<file path="config.mk">
export PLATFORM = sky130hd
export DESIGN_NAME = regfile_loader
export DESIGN_NICKNAME = d
export VERILOG_FILES = /design/src/rtl/regfile_loader.sv
export SDC_FILE = /design/constraint.sdc
export NUM_CORES = 1
export LEC_CHECK = 0
export CORE_MARGIN = 4
export CORE_UTILIZATION = 26
export CTS_BUF_LIST = sky130_fd_sc_hd__clkbuf_4
export DETAILED_ROUTE_END_ITERATION = 7
export PLACE_DENSITY = 0.95
export SETUP_SLACK_MARGIN = 0.2
export SLEW_MARGIN = 30
export SYNTH_ARGS = -nofsm -noshare
export SYNTH_HDL_FRONTEND = slang
export SYNTH_SLANG_ARGS = --single-unit
</file>
<file path="constraint.sdc">
create_clock -name clock -period 3.6 [get_ports clock]
set_input_delay 0.9 -clock clock [delete_from_list [all_inputs] [get_ports clock]]
set_output_delay 0.9 -clock clock [all_outputs]
set_load 0.03 [all_outputs]
</file>
<file path="src/rtl/regfile_loader.sv">
// Register-file preload engine: holds the processor in reset, streams words into
// r START_REG..LAST_REG through the regfile write port, then hands the port back.
module regfile_loader #(
  parameter int DATA_WIDTH = 32,
  parameter int START_REG  = 1,
  parameter int LAST_REG   = 31
) (
  input  logic                  clock,
  input  logic                  reset,
  input  logic                  start,
  input  logic                  in_valid,
  input  logic [DATA_WIDTH-1:0] in_data,
  output logic                  in_ready,
  input  logic                  proc_rwe,
  input  logic [4:0]            proc_rd,
  input  logic [DATA_WIDTH-1:0] proc_rData,
  output logic                  ctrl_writeEnable,
  output logic [4:0]            ctrl_writeReg,
  output logic [DATA_WIDTH-1:0] data_writeReg,
  output logic                  proc_reset,
  output logic                  busy,
  output logic                  done,
  output logic [4:0]            load_ptr
);

  localparam logic [4:0] START_PTR = 5'(START_REG);
  localparam logic [4:0] LAST_PTR  = 5'(LAST_REG);

  typedef enum logic [1:0] {
    IDLE,
    LOAD,
    RELEASE,
    RUN
  } state_t;

  state_t     state;
  state_t     state_next;
  logic [4:0] load_ptr_next;

  // Status flags are registered from the next state so they line up with the state register.
  always_ff @(posedge clock) begin
    if (!reset) begin
      state      <= IDLE;
      load_ptr   <= START_PTR;
      proc_reset <= 1'b1;
      busy       <= 1'b0;
      done       <= 1'b0;
    end else begin
      state      <= state_next;
      load_ptr   <= load_ptr_next;
      proc_reset <= (state_next != RUN);
      busy       <= (state_next == LOAD) || (state_next == RELEASE);
      done       <= (state_next == RUN);
    end
  end

  always_comb begin
    state_next       = state;
    load_ptr_next    = load_ptr;
    in_ready         = 1'b0;
    ctrl_writeEnable = 1'b0;
    ctrl_writeReg    = '0;
    data_writeReg    = '0;

    case (state)
      IDLE: begin
        if (start) state_next = LOAD;
      end
      LOAD: begin
        in_ready = 1'b1;
        if (in_valid) begin
          ctrl_writeEnable = 1'b1;
          ctrl_writeReg    = load_ptr;
          data_writeReg    = in_data;
          if (load_ptr == LAST_PTR) state_next = RELEASE;
          else                      load_ptr_next = load_ptr + 5'd1;
        end
      end
      RELEASE: begin
        state_next = RUN;
      end
      RUN: begin
        ctrl_writeEnable = proc_rwe;
        ctrl_writeReg    = proc_rd;
        data_writeReg    = proc_rData;
      end
      default: begin
        state_next = IDLE;
      end
    endcase

    // While reset is held nobody may write the regfile or hand us a word.
    if (!reset) begin
      in_ready         = 1'b0;
      ctrl_writeEnable = 1'b0;
    end
  end

endmodule
</file>
After elaboration in Yosys (flattened, before gate mapping)

Cells that the tools add are included.

Register bits after elaboration: 10
Input port bits: 74
Output and inout port bits: 47
Logic and storage cells: 31

$add $sub $neg: 1
Equal/unequal tests: 8
Muxes and demuxes: 13
Bitwise operators: 1
Reduce and logical (&&, ||, !) cells: 3

Operator list:

| operator              | number |
|---|---|
| $pmux W32 S2          | 1 |
| $mux W32              | 1 |
| $pmux W5 S2           | 1 |
| $eq A2 B2 Y1 const B  | 4 |
| $mux W2               | 3 |
| $pmux W2 S3           | 1 |
| $add A5 B1 Y5 const B | 1 |
| $eq A5 B5 Y1 const B  | 1 |
| $mux W5               | 1 |
| $eq A2 B1 Y1 const B  | 2 |
| $mux W1               | 4 |
| $reduce_and A3 Y1     | 1 |
| $logic_not A2 Y1      | 1 |
| $ne A2 B2 Y1 const B  | 1 |
| $pmux W1 S2           | 1 |
| $logic_or A1 B1 Y1    | 1 |
| $not A1 Y1            | 1 |

Depth between registers and ports, before layout

Depth after elaboration: 6
Gate-level depth with buffers: 8

Worst setup path before layout

No wires, ideal clock.

Path kind: input port to output port
From: input port in_valid
To: output port ctrl_writeReg[4]
Data arrival time: 1.732 ns
Slack: 0.968 ns
Cell stages on the path: 3
Path buffers: 1
Cell sequence: and3b_1 clkbuf_1 a22o_1

Cells in the longest elaborated chain, start to end: 2

Ends and longest elaborated chain:

| item            | RTL line | RTL |
|---|---|---|
| start, declared | 11       | `input logic in_valid,` |
| $mux W5         | 71       | `if (in_valid) begin` |
| $pmux W5 S2     | 65       | `case (state)` |
| end, declared   | 18       | `output logic [4:0] ctrl_writeReg,` |

Every way passes these cells.

Final worst setup path

From: input port in_valid
To: output port ctrl_writeReg[0]

The elaborated chain is that of the path after synthesis.

==> flow_metrics.tcl <==
set metrics [dict create \
    cts.clk_slew.worst_paths_ns 0.06 \
    syn_area_per_cell_sq_um 9.01 \
    maxCapViolCount 0 \
    max_slew.worst_pin.slew_ns 0.625 \
    clk_path_buf_depth 2 \
    synth_top_area_share_pct 39.5 \
    root_buffer "clkbuf_4" \
    seq_area_frac_synth_pct 24.4 \
    final_cell_mix "clkdlybuf4s50_1, buf_4, a22o_1, dfxtp_1, nand2_1" \
    synth_area_sq_um 820 \
    setup_slack_ns 0.513 \
    critPathCaptureType "output port" \
    synth_cell_types 22 \
    syn2layout_area_growth_pct 143 \
    first_pass_iters 4 \
    ys.flop_type "dfxtp_1" \
    diodes 0 \
    synthSimpleGateAreaFrac_pct 14.8 \
    htreeDepth 1 \
    synth_edf_count 0 \
    placed_cells_incl_taps 250 \
    rsz0062_at_grt "no" \
    ys_warn_count 0 \
    rows 20 \
    status "finished, final reports clean" \
    synth-compound-area-share_pct 42.6 \
    clock_latency_ns 0.26 \
    drive_gt1_share_pct 22.0 \
    yosys.area.top_type "a22o_1" \
    die_y_um 64.1 \
    syn-instance-count 91 \
    grt_max_degree 22 \
    hold_violations 0 \
    gp_congestion 0.754 \
    ff2ff_setup_slack_ns 1.72 \
    path_max_fanout 20 \
    nets 288 \
    drt_iter0_drc 36 \
    ir_worst_vdd_uv 179 \
    place_hpwl_um 3150 \
    cp.required_ns 2.70 \
    postCtsSetupBuffers 0 \
    synth-adder-area-share_pct 4.58 \
    drt-total-wl_um 3780 \
    ys_seq_elements 10 \
    core_sq_um 3030 \
    floorplan.initialDensity_pct 27.1 \
    fmax_mhz 324 \
    report.final.slew_viol_count 0 \
    max-slew-margin-rel_pct 58.3 \
    power.density_nw_per_um2 189 \
    drc_errors 0 \
    crit_type "in2out" \
    cts.sinks 10 \
    grt_first_pass_wirelength_um 5910 \
    antenna_found_initial 0 \
    port_buffers 120 \
    ctsHoldBuffers 0 \
    cts_tree "built" \
    finalCriticalPeriod_ns 3.09 \
    min_period_over_period_pct 85.8 \
    grt.total_usage_pct 17.8 \
    finalSetupTns_ns 0 \
    final_common_cell "clkdlybuf4s50_1" \
    pre_cts_ws_ns 0.505 \
    pin_count 121 \
    vias_per_cell 4.81 \
    die_x_um 64.1 \
    crit_arrival_ns 2.19 \
    fin_cells 253 \
    synthArstFlopShare_pct 0 \
    dieArea_sq_um 4110 \
    synthTopCellsByArea "a22o_1, dfxtp_1, mux2i_1" \
    routedWlPerCell_um 15.0 \
    hold_class "reg2reg" \
    crit_path_start_kind "primary input" \
    setup_viol 0 \
    syn_nets 168 \
    cts_resized 0 \
    synthMuxAreaShare_pct 4.89 \
    synth-xor-area-share_pct 1.07 \
    vias 1217 \
    grt_pass1_vias 1198 \
    cts_buffers 3 \
    p_leak_nw 0.887 \
    grt_overflow 0 \
    postRouteAntennaNets 0 \
    skew_ns 0.000462 \
    synth_top_family_by_area "compound AO/OA/AOI/OAI gates" \
]
## worst max-delay path, cell delays in order
cell,delay [ns]
clkdlybuf4s50_1,0.50
and3b_1,0.18
buf_4,0.24
a22o_1,0.23
buf_12,0.13
## routing by layer
| metal | vias to the layer above | share of wire (%) | GRT usage [%] |
|---|---|---|---|
| met5 | - | 0 | 0 |
| met4 | 0 | 1.7 | 5.54 |
| met3 | 9 | 7.7 | 3.87 |
| met2 | 50 | 52 | 32.5 |
| met1 | 565 | 38 | 20.3 |
| li1 | 593 | - | - |
## cells by family (layout without fill, tap and decap cells)
group | after synthesis | after routing
AO/OA/AOI/OAI | 41 | 41
AND/OR/NAND/NOR | 21 | 21
buffers and inverters | 11 | 129
flip-flops | 10 | 10
multiplexers | 4 | 4
adder cells (fa/ha/maj) | 3 | 3
XOR/XNOR | 1 | 1
## state kept, by name (all words and copies together), names as in the netlist, named ones only
signal and count:
state 1, load_ptr 5, done 1, proc_reset 1, busy 1
## report_power, final
group	switching [mW]	leakage, nW	internal (mW)
Combinational	0.0714	0.791	0.113
Sequential	0.00442	0.0816	0.114
Clock	0.0361	0.0138	0.0385
Total	0.112	0.887	0.265
## cell type report
cell class	instances	area (sq um)
clock buffer	3	22.5
fill	258	1030
inverter	1	3.75
multi-input combinational	70	557
sequential	10	200
tap	44	55.1
timing repair buffer	125	1160
## synthesized netlist by cell type (all sizes together), types with 2 or more instances
cell	instances
a22o	37
dfxtp	10
buf	7
nand2	6
and2	4
mux2i	4
clkbuf	3
ha	3
nor2b	3
and3	2
nand2b	2
## worst paths after layout
check | startpoint | endpoint | cells after the start
worst max-delay path | in_valid | ctrl_writeReg[0] | 5
worst min-delay path | load_ptr[3]$_SDFFE_PN0P_ | load_ptr[3]$_SDFFE_PN0P_ | 2
worst max register to register | load_ptr[0]$_SDFFE_PN1P_ | load_ptr[3]$_SDFFE_PN0P_ | 7
worst min register to register | load_ptr[3]$_SDFFE_PN0P_ | load_ptr[3]$_SDFFE_PN0P_ | 2
## per-stage QoR
step | hold WS (ns) | area, sq um | total power, mW | utilization, %
final | 0.515 | 1990 | 0.377 | 65.9
after global routing | 0.551 | 1990 | 0.397 | 65.9
after CTS | 0.519 | 1990 | 0.380 | 65.9
after detailed placement | 0.508 | 1970 | 0.306 | 65.1
after global placement | 0.493 | 1970 | 0.303 | 65.1
after floorplan | 0.497 | 820 | 0.189 | -
(Power assumes the default switching activity.)
